==> config.mk <==
export PLATFORM = sky130hd
export DESIGN_NAME = spi_clk_gen
export DESIGN_NICKNAME = d
export VERILOG_FILES = /design/src/rtl/spi_clk_gen.sv
export SDC_FILE = /design/constraint.sdc
export NUM_CORES = 1
export LEC_CHECK = 0
export BUFFER_PORTS_ARGS = -buffer_cell sky130_fd_sc_hd__buf_2
export CORE_ASPECT_RATIO = 1.4
export CORE_MARGIN = 1.5
export CORE_UTILIZATION = 52
export DETAILED_ROUTE_END_ITERATION = 7
export GPL_TIMING_DRIVEN = 0
export PLACE_DENSITY_LB_ADDON = 0.25
export SYNTH_ARGS = -nofsm -noshare
export SYNTH_HDL_FRONTEND = slang
export SYNTH_SLANG_ARGS = --single-unit
==> constraint.sdc <==
create_clock -name i_clk -period 2.3 [get_ports i_clk]
set_input_delay 0.115 -clock i_clk [delete_from_list [all_inputs] [get_ports i_clk]]
set_output_delay 0.115 -clock i_clk [all_outputs]
set_load 0.02 [all_outputs]
==> src/rtl/spi_clk_gen.sv <==
// SPI serial clock generator: lead delay, divided SCLK with edge strobes, trail delay.
// Transfer parameters are captured at start so mid-transfer input changes are ignored.
module spi_clk_gen #(
  parameter int unsigned DIV_WIDTH = 16
) (
  input  logic                 i_clk,
  input  logic                 i_rst,
  input  logic                 i_go,
  input  logic                 i_abort,
  input  logic                 i_last_clk,
  input  logic [DIV_WIDTH-1:0] i_divider,
  input  logic                 i_cpol,
  input  logic [7:0]           i_lead,
  input  logic [7:0]           i_trail,
  output logic                 o_clk_out,
  output logic                 o_pos_edge,
  output logic                 o_neg_edge,
  output logic                 o_ss_active,
  output logic                 o_busy,
  output logic                 o_done
);

  typedef enum logic [1:0] {StIdle, StLead, StRun, StTrail} state_e;

  state_e               state_q, state_d;
  logic [DIV_WIDTH-1:0] div_s_q, div_s_d;
  logic                 cpol_s_q, cpol_s_d;
  logic [7:0]           lead_s_q, lead_s_d;
  logic [7:0]           trail_s_q, trail_s_d;
  logic [DIV_WIDTH-1:0] div_cnt_q, div_cnt_d;
  logic [7:0]           dly_cnt_q, dly_cnt_d;
  logic                 clk_out_q, clk_out_d;
  logic                 pos_q, pos_d;
  logic                 neg_q, neg_d;
  logic                 ss_q, ss_d;
  logic                 busy_q, busy_d;
  logic                 done_q, done_d;
  logic                 tick;

  assign tick = (div_cnt_q == '0);

  always_comb begin
    state_d   = state_q;
    div_s_d   = div_s_q;
    cpol_s_d  = cpol_s_q;
    lead_s_d  = lead_s_q;
    trail_s_d = trail_s_q;
    div_cnt_d = div_cnt_q;
    dly_cnt_d = dly_cnt_q;
    clk_out_d = clk_out_q;
    pos_d     = 1'b0;
    neg_d     = 1'b0;
    done_d    = 1'b0;

    case (state_q)
      StIdle: begin
        clk_out_d = i_cpol;
        if (i_go) begin
          div_s_d   = i_divider;
          cpol_s_d  = i_cpol;
          lead_s_d  = i_lead;
          trail_s_d = i_trail;
          div_cnt_d = i_divider;
          dly_cnt_d = 8'd1;
          state_d   = (i_lead != 8'd0) ? StLead : StRun;
        end
      end
      StLead: begin
        if (dly_cnt_q == lead_s_q) begin
          state_d   = StRun;
          div_cnt_d = div_s_q;
        end else begin
          dly_cnt_d = dly_cnt_q + 8'd1;
        end
      end
      StRun: begin
        if (tick) begin
          div_cnt_d = div_s_q;
          if (!i_last_clk) begin
            clk_out_d = ~clk_out_q;
            pos_d     = ~clk_out_q;
            neg_d     = clk_out_q;
          end else begin
            // Final tick only returns the pin to idle if it is not already there.
            if (clk_out_q != cpol_s_q) begin
              clk_out_d = cpol_s_q;
              pos_d     = cpol_s_q;
              neg_d     = ~cpol_s_q;
            end
            dly_cnt_d = 8'd1;
            if (trail_s_q == 8'd0) begin
              state_d = StIdle;
              done_d  = 1'b1;
            end else begin
              state_d = StTrail;
            end
          end
        end else begin
          div_cnt_d = div_cnt_q - DIV_WIDTH'(1);
        end
      end
      StTrail: begin
        if (dly_cnt_q == trail_s_q) begin
          state_d = StIdle;
          done_d  = 1'b1;
        end else begin
          dly_cnt_d = dly_cnt_q + 8'd1;
        end
      end
      default: state_d = StIdle;
    endcase

    if (i_abort && (state_q != StIdle)) begin
      state_d   = StIdle;
      clk_out_d = cpol_s_q;
      pos_d     = 1'b0;
      neg_d     = 1'b0;
      done_d    = 1'b0;
    end

    ss_d   = (state_d != StIdle);
    busy_d = (state_d != StIdle);
  end

  always_ff @(posedge i_clk) begin
    if (i_rst) begin
      state_q   <= StIdle;
      div_s_q   <= '0;
      cpol_s_q  <= 1'b0;
      lead_s_q  <= 8'd0;
      trail_s_q <= 8'd0;
      div_cnt_q <= '0;
      dly_cnt_q <= 8'd0;
      clk_out_q <= i_cpol;
      pos_q     <= 1'b0;
      neg_q     <= 1'b0;
      ss_q      <= 1'b0;
      busy_q    <= 1'b0;
      done_q    <= 1'b0;
    end else begin
      state_q   <= state_d;
      div_s_q   <= div_s_d;
      cpol_s_q  <= cpol_s_d;
      lead_s_q  <= lead_s_d;
      trail_s_q <= trail_s_d;
      div_cnt_q <= div_cnt_d;
      dly_cnt_q <= dly_cnt_d;
      clk_out_q <= clk_out_d;
      pos_q     <= pos_d;
      neg_q     <= neg_d;
      ss_q      <= ss_d;
      busy_q    <= busy_d;
      done_q    <= done_d;
    end
  end

  assign o_clk_out   = clk_out_q;
  assign o_pos_edge  = pos_q;
  assign o_neg_edge  = neg_q;
  assign o_ss_active = ss_q;
  assign o_busy      = busy_q;
  assign o_done      = done_q;

endmodule

### After elaboration in Yosys (flattened, before gate mapping)

Index checks and enable logic that the tools add are counted.

| storage, ports and cells | value |
|---|---|
| flip-flop bits (word level) | 64 |
| output and inout bits | 6 |
| input port bits | 38 |
| word-level logic and storage cells | 81 |

| operators by class | value |
|---|---|
| equality and inequality tests | 14 |
| bitwise operators | 4 |
| reductions and logical operators | 15 |
| add/subtract/negate cells | 2 |
| multiplexer cells | 34 |

Operator list:

| cell | count |
|---|---|
| 16-bit two-way mux | 3 |
| 16-bit case mux with 3 select lines | 1 |
| 8-bit two-way mux | 5 |
| 8-bit case mux with 4 select lines | 1 |
| 8-bit == test | 2 |
| 16-bit zero test | 1 |
| 2-bit two-way mux | 8 |
| 16-bit by 1-bit subtractor with 16-bit output (second input constant) | 1 |
| 1-bit two-way mux | 13 |
| 2-bit inequality test (second input constant) | 6 |
| 8-bit by 1-bit adder with 8-bit output (second input constant) | 1 |
| 8-bit zero test | 1 |
| 2-bit case mux with 4 select lines | 1 |
| 8-bit nonzero test | 1 |
| 3-bit AND reduction | 2 |
| 5-bit inequality test (second input constant) | 1 |
| 5-bit AND reduction | 1 |
| 2-bit == test (second input constant) | 2 |
| 4-bit inequality test (second input constant) | 1 |
| 1-bit NOT | 4 |
| 1-bit case mux with 2 select lines | 2 |
| 2-bit nonzero test | 2 |
| 4-bit nonzero test | 1 |
| 4-bit OR reduction | 1 |
| other kinds (7) | 7 |

### Depth between registers and ports, before layout

Gate-level depths: netlist of run 1.

| logic depth | value |
|---|---|
| depth in word-level cells | 7 |
| mapped depth | 9 |
| depth with buffers taken out | 8 |

### Least setup slack after synthesis of run 1

No wires, ideal clock.

| timing path | value |
|---|---|
| path kind | register to register |
| start point | register div_cnt_q[0] |
| end point | register dly_cnt_q[5] |
| slack | -24 ps |
| stages on the path, launching flop included | 9 |
| data required time | 2230 ps |
| library setup time | 70 ps |
| arrival | 2254 ps |
| period minus slack after synthesis | 2324 ps |
| buffers on the path | 0 |
| cell sequence | dfxtp_1 -> inv_1 -> ha_1 -> or4b_4 -> nor4_4 -> a21oi_2 -> nand3b_4 -> or4_1 -> a21oi_1 |

| between the ends | value |
|---|---|
| cells in the longest elaborated chain, start to end | 3 |

Ends and longest elaborated chain:

| what | line | text |
|---|---|---|
| start, declared | 30 | `logic [DIV_WIDTH-1:0] div_cnt_q, div_cnt_d;` |
| start signal, assigned | 146 | `div_cnt_q <= div_cnt_d;` |
| 16-bit zero test | 40 | `assign tick = (div_cnt_q == '0);` |
| 2-bit inequality test (no line) | - |  |
| 5-bit AND reduction (no line) | - |  |
| end signal, assigned | 147 | `dly_cnt_q <= dly_cnt_d;` |
| end, declared | 31 | `logic [7:0] dly_cnt_q, dly_cnt_d;` |

No other way between the ends.
A chain may end at the register's enable or synchronous reset.

### Worst setup path in the final report of run 1

| timing path | value |
|---|---|
| start point | register div_cnt_q[0] |
| end point | register div_cnt_q[9] |

| between the ends | value |
|---|---|
| cells in the longest elaborated chain, start to end | 3 |
| elaborated cells between the ends (all ways) | 4 |
| those cells by class | 1 x add/sub; 2 x mux; 1 x reduce/logical |

Ends and longest elaborated chain:

| what | line | text |
|---|---|---|
| 16-bit by 1-bit subtractor with 16-bit output or 16-bit zero test (tied branches) | 99, 40 |  |
| 16-bit two-way mux * | 77 | `if (tick) begin` |
| 16-bit case mux with 3 select lines * | 55 | `case (state_q)` |

Mark *: on every way between the ends. The rest lies on a longest branch, timed or not.

==> insert_results.sql, run 1 <==
INSERT INTO impl_metrics (metric_group, metric, value, unit) VALUES
('run_status', 'status', 'finished with violations', ''),
('run_status', 'violations', 'design-rule violations, negative setup slack', ''),
('sta', 'finalWorstPathRequiredPeriod', '2.307', 'ns'),
('global_routing', 'grt.total_usage', '26.56', '%'),
('synthesis', 'synth_area', '0.003408', 'sq mm'),
('synthesis', 'syn-mean-instance-area', '7.926', 'sq um'),
('sta', 'slew_headroom', '46.49', '%'),
('critical_path', 'critical_path.startpoint_type', 'register', ''),
('finish', 'antenna_cells_inserted', '0', ''),
('clocking', 'ctsLongestPathBuffers', '2', ''),
('hold_path', 'timing.hold.worst.class', 'input port to register', ''),
('clocking', 'clk_pin_slew', '0.07', 'ns'),
('critical_path', 'setup.worst_path.end_class', 'register', ''),
('placement', 'finalWeightedCongestion', '0.8793', ''),
('floorplan', 'core', '0.006296', 'sq mm'),
('finish', 'fillers', '478', ''),
('synthesis', 'post_synth_num_cell_types', '49', ''),
('floorplan', 'die_height', '98.79', 'microns'),
('global_routing', 'grt_max_degree', '11', ''),
('clocking', 'ctsRootBufferMaster', 'clkbuf_8', ''),
('critical_path', 'type_of_the_worst_setup_path', 'register to register', ''),
('synthesis', 'synth_seq_cells', '64', ''),
('routing', 'via_per_inst', '6.062', ''),
('power', 'peakVddDrop', '0.6558', 'mV'),
('floorplan', 'die_w', '71.42', 'microns'),
('routing', 'avgRoutedWirePerCell', '17.22', 'microns'),
('critical_path', 'cp.arrival', '2.54', 'ns'),
('floorplan', 'start_util', '54.13', '%'),
('synthesis', 'syn-instance-count', '430', ''),
('power', 'power_density', '1145', 'mW/mm^2'),
('synthesis', 'mappedNetlistNets', '478', ''),
('finish', 'finalNetCount', '550', ''),
('routing', 'via_count', '3504', ''),
('critical_path', 'crit_required', '2.53', 'ns'),
('finish', 'final-instance-count-excl-fill', '578', ''),
('routing', 'detailedRoute.firstPassIterationCount', '8', ''),
('sta', 'worst-slew-pin-transition', '0.8026', 'ns'),
('global_routing', 'grt_first_pass_wirelength', '14940', 'microns'),
('routing', 'drt-initial-drc-count', '240', ''),
('finish', 'layout_common_cells', '95 x nand2_1, 51 x dfxtp_1, 44 x buf_2', ''),
('sta', 'rsz0062_at_grt', 'yes', ''),
('placement', 'buffer_ports.inserted', '42', ''),
('routing', 'ant_nets', '0', ''),
('sta', 'final.setup_skew', '0.009300', 'ns'),
('power', 'p_leak', '1.832', 'nW'),
('clocking', 'worst_skew_pair.late_latency', '0.35', 'ns'),
('critical_path', 'timing.critical_path.fanout_max', '5', ''),
('clocking', 'clock_tree_from_tritoncts', 'built', ''),
('sta', 'fmax', '433.4', 'MHz'),
('floorplan', 'placementRows', '34', ''),
('power', 'total_power', '0.004958', 'W'),
('synthesis', 'synth-seq-area-share', '37.89', '%'),
('sta', 'final-hold-violation-count', '0', ''),
('finish', 'sequential_cell_area', '0.001314', 'sq mm'),
('placement', 'dpl.hpwl', '6409', 'microns'),
('finish', 'multi_input_comb_area', '0.002196', 'sq mm'),
('sta', 'worst_slack', '-0.007486', 'ns'),
('synthesis', 'ys_async_sr_fraction', '0', '%'),
('finish', 'final_common_cell', 'nand2_1', ''),
('sta', 'finalHoldWorstSlack', '0.0001233', 'ns'),
('placement', 'setup_ws_pre_cts', '-0.4249', 'ns'),
('floorplan', 'die_area', '0.007056', 'sq mm'),
('placement', 'placed_cells_incl_taps', '544', ''),
('hold_path', 'worstHoldPathCells', '3', ''),
('routing', 'detail_route.wirelength', '9956', 'microns'),
('synthesis', 'synth_edf_count', '1', ''),
('clocking', 'cts_hold_repair.buffers', '0', ''),
('floorplan', 'io-pin-count', '44', ''),
('run', 'max_cap_violations', '0', ''),
('finish', 'syn2layout_area_growth', '27.09', '%'),
('finish', 'post-route-util', '68.80', '%'),
('global_routing', 'antenna_found_initial', '0', ''),
('clocking', 'tritoncts_num_sinks', '64', ''),
('sta', 'setup_viol', '1', ''),
('sta', 'pins_over_slew_limit', '0', ''),
('routing', 'post_route_drc', '3', ''),
('global_routing', 'first_global_vias', '3267', ''),
('synthesis', 'ys.flop_type', 'dfxtp_1', ''),
('synthesis', 'yosys_warnings', '0', ''),
('critical_path', 'timing.reg2reg.worst_path_depth', '9', ''),
('sta', 'post-route-period-util', '100.3', '%'),
('clocking', 'htree_levels', '3', ''),
('finish', 'layout-drive-gt1-share', '29.25', '%'),
('global_routing', 'overflow', '0', ''),
('clocking', 'tritoncts.num_buffers', '9', '');
## through the flow
step                        TNS, ns  area (sq um)
after floorplan                   0          3408
after global placement       -4.606          3709
after detailed placement     -5.795          3709
after CTS                  -0.06487          3989
after global routing        -0.9063          4332
final                     -0.007486          4332
## critical path: stages (launching register included)
cell      delay (ns)
dfxtp_4         0.36
inv_4           0.06
ha_4            0.11
or4b_4          0.49
nor4_4          0.31
buf_4           0.18
nor2_1          0.10
buf_2           0.22
a221oi_2        0.27
o31ai_1         0.09
## power by group
| group | switching (W) | internal (W) | total [W] |
|---|---|---|---|
| registers | 0.000251 | 0.00134 | 0.00159 |
| logic | 0.00144 | 0.00108 | 0.00252 |
| clock network | 0.000435 | 0.000414 | 0.000849 |
| total | 0.00212 | 0.00283 | 0.00496 |
## layer usage
layer  share of wire, %  wire, microns  global-route usage (%)
met1                 41           4094                   32.18
met2                 49           4890                   44.86
met3                6.6            656                   4.397
met4                3.2            315                   13.31
met5                  0              0                       0
## registers in the layout, summed over array words and instances, names as in the netlist
signal	cells
div_cnt_q	16
div_s_q	16
dly_cnt_q	8
lead_s_q	8
trail_s_q	8
state_q	2
cpol_s_q	1
o_busy	1
o_clk_out	1
o_done	1
o_neg_edge	1
o_pos_edge	1
## cell type report
| cell class | count | area share (%) |
|---|---|---|
| Buffer | 24 | 3.091 |
| Clock buffer | 12 | 3.351 |
| Clock inverter | 3 | 0.4333 |
| Inverter | 11 | 1.011 |
| Multi-Input combinational cell | 328 | 50.69 |
| Sequential cell | 64 | 30.33 |
| Tap cell | 72 | 2.080 |
| Timing Repair Buffer | 64 | 9.012 |
## kinds of logic (layout without fill, tap and decap cells)
family	count (synthesis)	count (layout)	share of synthesized area, %
AOI/OAI and AO/OA	105	105	19.82
xor gates and xnor gates	29	29	7.452
adders and majority gates	10	10	3.671
buffers and inverters	38	114	4.405
DFF	64	64	37.89
muxes	3	3	0.9178
and+or+nand+nor	181	181	25.84
## timing repair
action / 4_1_cts / 5_1_grt
setup endpoints to repair: 25 / 53
endpoints found under the hold margin: 0 / 0
resized for setup: 19 / 66
buffers inserted: 10 / 10
pin swaps: 11 / 29
gates cloned: 0 / 2
## final timing paths
check,to,startpoint,slack [ns]
max,div_cnt_q[9],div_cnt_q[0],-0.007
min,trail_s_q[5],i_trail[5],0.0001
max reg2reg,div_cnt_q[9],div_cnt_q[0],-0.007
min reg2reg,div_s_q[13],div_s_q[13],0.46
## cell usage after synthesis (all sizes together) (3+ instances only)
library cell  instances  area, sq um
o21ai                10        50.05
inv                  11        41.29
or3                   9        56.30
nand4                 3        18.77
nor4                 10        92.59
o31ai                16        120.1
a31oi                 4        25.02
buf                   6        30.03
or2                   4        25.02
nor2                 28        105.1
nand2b                5        31.28
a32o                  3        30.03
xnor2                 5        43.79
a221oi               11        96.34
or4                   8        63.81
nor3                  4        20.02
clkbuf               21        78.83
nand3                 5        25.02
xor2                 24        210.2
nand2                97        364.1
a21oi                47        239.0
ha                   10        125.1
dfxtp                63         1261
No activity file was read; power rests on OpenSTA's default activity.
==> run 2, diff against run 1 <==
REMOVE_ABC_BUFFERS = 1   (was not set)
==> run 2 against run 1 <==
  * The flow finishes with violations (design-rule violations)
  * Register-to-register slack improved by 0.02 ns
  * Total power down 7.4%
  * Flip-flop and latch count did not move
  * Die area is the same
  * Critical path type unchanged
==> insert_results.sql, run 2 (synthesis gave the netlist of run 1 again) <==
INSERT INTO impl_metrics (metric_group, metric, value, unit) VALUES
('finish', 'finalNetCount', '522', ''),
('routing', 'detail_route.wirelength', '8262', 'microns'),
('floorplan', 'die_area', '0.007056', 'sq mm'),
('run_status', 'status', 'finished with violations', ''),
('clocking', 'clk_pin_slew', '0.07', 'ns'),
('critical_path', 'crit_path_cell_trace', 'or4_4 -> nor4_4 -> a21oi_2 -> nand3b_4 -> or4_1 -> a21oi_1', ''),
('finish', 'layout_top_registers', 'div_cnt_q x16, div_s_q x16', ''),
('global_routing', 'grt.total_usage', '24.22', '%'),
('routing', 'via_count', '3207', ''),
('critical_path', 'critical-path-slowest-cell', 'or4_4', ''),
('floorplan', 'start_util', '54.13', '%'),
('routing', 'via_per_inst', '5.820', ''),
('finish', 'layout-drive-gt1-share', '22.96', '%'),
('floorplan', 'io-pin-count', '44', ''),
('routing', 'detailedRoute.firstPassIterationCount', '8', ''),
('sta', 'final-hold-violation-count', '0', ''),
('floorplan', 'core', '0.006296', 'sq mm'),
('finish', 'fillers', '566', ''),
('routing', 'post_route_drc', '2', ''),
('sta', 'setup-tns-final', '0', 'ns'),
('clocking', 'worst_skew_pair.late_latency', '0.34', 'ns'),
('sta', 'worst-slew-pin-transition', '0.7316', 'ns'),
('power', 'p_leak', '1.690', 'nW'),
('sta', 'final.setup_skew', '0.009666', 'ns'),
('critical_path', 'crit_required', '2.56', 'ns'),
('global_routing', 'antenna_found_initial', '0', ''),
('floorplan', 'placementRows', '34', ''),
('sta', 'fmax', '436.9', 'MHz'),
('clocking', 'htree_levels', '3', ''),
('finish', 'post-route-util', '64.19', '%'),
('sta', 'setup_viol', '0', ''),
('clocking', 'ctsLongestPathBuffers', '2', ''),
('placement', 'detailed_place.area', '0.003605', 'sq mm'),
('run_status', 'violations', 'design-rule violations', ''),
('power', 'power_density', '1136', 'mW/mm^2'),
('critical_path', 'critical-path-max-stage-delay', '0.59', 'ns'),
('global_routing', 'global_route.usage.met1', '27.82', '%'),
('clocking', 'tritoncts.num_buffers', '9', ''),
('finish', 'syn2layout_area_growth', '18.58', '%'),
('global_routing', 'first_global_vias', '3054', ''),
('placement', 'buffer_ports.inserted', '43', ''),
('floorplan', 'die_w', '71.42', 'microns'),
('critical_path', 'critical_path.startpoint_type', 'register', ''),
('critical_path', 'setup.worst_path.end_class', 'register', ''),
('power', 'peakVddDrop', '0.6599', 'mV'),
('clocking', 'clock_tree_from_tritoncts', 'built', ''),
('routing', 'avgRoutedWirePerCell', '14.99', 'microns'),
('sta', 'finalWorstPathRequiredPeriod', '2.289', 'ns'),
('run', 'max_cap_violations', '0', ''),
('clocking', 'ctsRootBufferMaster', 'clkbuf_8', ''),
('global_routing', 'globalRouteMet2Util', '43.64', '%'),
('global_routing', 'grt.busiest_layer', 'met2', ''),
('critical_path', 'cp.arrival', '2.55', 'ns'),
('placement', 'finalWeightedCongestion', '0.8341', ''),
('sta', 'post-route-period-util', '99.51', '%'),
('global_routing', 'grt_max_degree', '41', ''),
('critical_path', 'critical_path_buf_inv_count', '0', ''),
('floorplan', 'die_height', '98.79', 'microns'),
('global_routing', 'overflow', '0', ''),
('finish', 'layout_common_cells', '94 x nand2_1, 56 x dfxtp_1, 46 x a21oi_1', ''),
('sta', 'slew_headroom', '51.23', '%'),
('critical_path', 'timing.critical_path.fanout_max', '4', ''),
('critical_path', 'type_of_the_worst_setup_path', 'register to register', ''),
('sta', 'rsz0062_at_grt', 'yes', ''),
('routing', 'ant_nets', '0', ''),
('sta', 'pins_over_slew_limit', '0', ''),
('global_routing', 'grt_first_pass_wirelength', '13700', 'microns'),
('finish', 'antenna_cells_inserted', '0', ''),
('hold_path', 'timing.hold.worst.class', 'input port to register', ''),
('finish', 'final_common_cell', 'nand2_1', ''),
('routing', 'drt-initial-drc-count', '196', ''),
('critical_path', 'crit_family', 'simple AND/OR/NAND/NOR gates', ''),
('finish', 'finish.instance_area', '0.004041', 'sq mm'),
('clocking', 'tritoncts_num_sinks', '64', ''),
('global_routing', 'grt.met3_usage', '3.067', '%'),
('placement', 'dpl.hpwl', '5332', 'microns');
run 2: cell count changes in the layout (fill, tap and decap cells not counted), moves of 4 or more:
cell      previous run  this run
a221oi_2             9         0
dfxtp_1             51        56
o31ai_2              5         0
o31ai_1             10        16
clkbuf_2             4         0
clkbuf_1            15         0
a221oi_1             1        11
buf_4               21        13
a21oi_1             42        46
run 2: repair_timing:
item,CTS,global route
endpoints found under the hold margin,2,0
resized for setup,13,20
setup buffers,9,5
hold buffers,2,0
setup endpoints to repair,25,56
pin swaps,4,10
gates cloned,0,1
run 2: through the flow:
step / worst slack (ns) / total power, W / hold WS, ns / cells
2_1_floorplan: -0.08600 / 0.002913 / 0.1841 / 403
3_3_place_gp: -0.3861 / 0.003322 / 0.3583 / 518
3_5_place_dp: -0.4894 / 0.003366 / 0.3623 / 518
4_1_cts: -0.01992 / 0.004453 / 0.0003049 / 545
5_1_grt: -0.04350 / 0.004890 / 0.01585 / 551
6_report: 0.01119 / 0.004590 / 0.007244 / 551
run 2: worst min-delay path: stages:
cell     delay, ns
buf_2         0.09
nand2_1       0.05
a21oi_1       0.05
run 2: layout make-up:
cell class                 count  area, sq um  share of cell area (%)
timing repair buffer          59        344.1                   8.514
tap                           72        90.09                   2.229
sequential                    64         1300                   32.17
inverter                      11        41.29                   1.022
clock buffer                  12        165.2                   4.087
multi-input combinational    329         2073                   51.30
clock inverter                 4        27.53                  0.6811
run 2: worst paths after layout:
path           startpoint           end  slack, ns  cells past startpoint
min reg2reg   div_s_q[10]   div_s_q[10]       0.46                      2
min            i_trail[1]  trail_s_q[1]      0.007                      3
max reg2reg  div_cnt_q[9]  dly_cnt_q[5]       0.01                      6
max          div_cnt_q[9]  dly_cnt_q[5]       0.01                      6
run 2: power by group:
group	leakage (nW)	internal (W)	switching, W
registers	0.530	0.00133	0.000229
clock network	0.0906	0.000477	0.000444
logic	1.07	0.000913	0.00120
total	1.69	0.00272	0.00187
run 2: metal layers:
metal / vias up / share of wire [%]
li1: 1610 / -
met1: 1504 / 42
met2: 78 / 53
met3: 15 / 3.1
met4: 0 / 1.8
met5: - / 0
==> run 3, diff against run 2 <==
RECOVER_POWER = 50   (was not set)
==> run 3 against run 2 <==
  * The flow still finishes with violations (design-rule violations)
  * Sequential share of layout area increased by 0.060 points
  * Via count unchanged
  * Flip-flop and latch count unchanged
  * Register-to-register slack about the same
  * Critical endpoint unchanged
==> insert_results.sql, run 3 (synthesis gave the netlist of run 1 again) <==
INSERT INTO impl_metrics (metric_group, metric, value, unit) VALUES
('critical_path', 'cp.arrival', '2.55', 'ns'),
('global_routing', 'grt.total_usage', '24.22', '%'),
('routing', 'ant_nets', '0', ''),
('critical_path', 'timing.critical_path.fanout_max', '4', ''),
('sta', 'slew_headroom', '51.31', '%'),
('finish', 'finish.instance_area', '0.004034', 'sq mm'),
('critical_path', 'critical_path.startpoint_type', 'register', ''),
('sta', 'pins_over_slew_limit', '0', ''),
('placement', 'detailed_place.area', '0.003605', 'sq mm'),
('sta', 'setup-tns-final', '0', 'ns'),
('global_routing', 'grt_first_pass_wirelength', '13700', 'microns'),
('sta', 'fmax', '436.9', 'MHz'),
('critical_path', 'type_of_the_worst_setup_path', 'register to register', ''),
('sta', 'post-route-period-util', '99.52', '%'),
('sta', 'rsz0062_at_grt', 'yes', ''),
('finish', 'finalNetCount', '522', ''),
('critical_path', 'crit_path_cell_trace', 'or4_4 -> nor4_4 -> a21oi_2 -> nand3b_4 -> or4_1 -> a21oi_1', ''),
('floorplan', 'die_area', '0.007056', 'sq mm'),
('routing', 'avgRoutedWirePerCell', '15.03', 'microns'),
('critical_path', 'crit_required', '2.56', 'ns'),
('clocking', 'tritoncts.num_buffers', '9', ''),
('critical_path', 'critical-path-slowest-cell', 'or4_4', ''),
('run', 'max_cap_violations', '0', ''),
('sta', 'setup_viol', '0', ''),
('hold_path', 'timing.hold.worst.class', 'input port to register', ''),
('clocking', 'clk_pin_slew', '0.07', 'ns'),
('clocking', 'ctsLongestPathBuffers', '2', ''),
('sta', 'worst_slack', '0.01098', 'ns'),
('finish', 'layout_top_registers', 'div_cnt_q x16, div_s_q x16', ''),
('routing', 'via_count', '3207', ''),
('floorplan', 'start_util', '54.13', '%'),
('run_status', 'violations', 'design-rule violations', ''),
('critical_path', 'setup.worst_path.end_class', 'register', ''),
('placement', 'dpl.hpwl', '5332', 'microns'),
('routing', 'post_route_drc', '3', ''),
('placement', 'finalWeightedCongestion', '0.8341', ''),
('clocking', 'clock_tree_from_tritoncts', 'built', ''),
('routing', 'detail_route.wirelength', '8284', 'microns'),
('clocking', 'htree_levels', '3', ''),
('global_routing', 'overflow', '0', ''),
('finish', 'syn2layout_area_growth', '18.36', '%'),
('critical_path', 'critical_path_buf_inv_count', '0', ''),
('floorplan', 'io-pin-count', '44', ''),
('routing', 'detailedRoute.firstPassIterationCount', '7', ''),
('floorplan', 'core', '0.006296', 'sq mm'),
('global_routing', 'first_global_vias', '3054', ''),
('clocking', 'ctsRootBufferMaster', 'clkbuf_8', ''),
('floorplan', 'placementRows', '34', ''),
('finish', 'layout_common_cells', '94 x nand2_1, 56 x dfxtp_1, 46 x a21oi_1', ''),
('floorplan', 'die_w', '71.42', 'microns'),
('floorplan', 'die_height', '98.79', 'microns'),
('sta', 'worst-slew-pin-transition', '0.7304', 'ns'),
('finish', 'antenna_cells_inserted', '0', ''),
('sta', 'final.setup_skew', '0.009665', 'ns'),
('clocking', 'worst_skew_pair.late_latency', '0.34', 'ns'),
('global_routing', 'grt_max_degree', '41', ''),
('run_status', 'status', 'finished with violations', ''),
('clocking', 'tritoncts_num_sinks', '64', ''),
('critical_path', 'crit_family', 'simple AND/OR/NAND/NOR gates', ''),
('power', 'power_density', '1137', 'mW/mm^2'),
('global_routing', 'antenna_found_initial', '0', ''),
('sta', 'finalWorstPathRequiredPeriod', '2.289', 'ns'),
('finish', 'layout-drive-gt1-share', '21.71', '%'),
('placement', 'buffer_ports.inserted', '43', ''),
('sta', 'final-hold-violation-count', '0', ''),
('power', 'p_leak', '1.667', 'nW'),
('power', 'peakVddDrop', '0.6598', 'mV'),
('placement', 'setup_ws_pre_cts', '-0.4894', 'ns'),
('finish', 'final_common_cell', 'nand2_1', ''),
('routing', 'via_per_inst', '5.820', ''),
('critical_path', 'critical-path-max-stage-delay', '0.59', 'ns'),
('routing', 'drt-initial-drc-count', '196', '');
[run 3: power breakdown]
part           switching [W]  internal (W)  total (W)
combinational        0.00120      0.000907    0.00210
clock               0.000444      0.000477   0.000921
sequential          0.000230       0.00133    0.00156
total                0.00187       0.00272    0.00459
[run 3: metrics by stage]
step	std cells	util [%]	hold slack, ns	power [W]
after floorplan	403	-	0.1841	0.002913
after global placement	518	57.25	0.3583	0.003322
after detailed placement	518	57.25	0.3623	0.003366
after CTS	545	62.30	0.0003049	0.004453
after global routing	551	64.07	0.01585	0.004886
final	551	64.07	0.007476	0.004586
[run 3: final cells by class]
type                            count  area, sq um
Fill cell                         571         2262
Tap cell                           72        90.09
Multi-Input combinational cell    329         2073
Inverter                           11        41.29
Sequential cell                    64         1300
Timing Repair Buffer               59        336.6
Clock inverter                      4        27.53
Clock buffer                       12        165.2
[run 3: routing by layer]
| layer | wire [microns] | GRT usage [%] |
|---|---|---|
| met4 | 147 | 11.39 |
| met5 | 0 | 0 |
| met1 | 3506 | 27.82 |
| met3 | 267 | 3.067 |
| met2 | 4363 | 43.64 |
[run 3: path summary, 6_finish.rpt]
path / startpoint / end / slack, ns / cells after the start
setup reg to reg: div_cnt_q[9] / dly_cnt_q[5] / 0.01 / 6
hold reg to reg: div_s_q[10] / div_s_q[10] / 0.46 / 2
hold / removal: i_trail[1] / trail_s_q[1] / 0.007 / 3
setup / recovery: div_cnt_q[9] / dly_cnt_q[5] / 0.01 / 6
[run 3: worst reg2reg max path, delay by kind of cell, from the launching register on]
| kind | cells | cell delay, ns |
|---|---|---|
| compound gates | 2 | 0.25 |
| flops | 1 | 0.34 |
| simple gates | 4 | 1.62 |
[run 3: what timing repair did]
item | CTS | global route
gates cloned | 0 | 1
gates resized for setup | 13 | 20
hold buffers | 2 | 0
hold endpoints to repair | 2 | 0
buffers inserted | 9 | 5
pin swaps | 4 | 10
endpoints found under the setup margin | 25 | 56
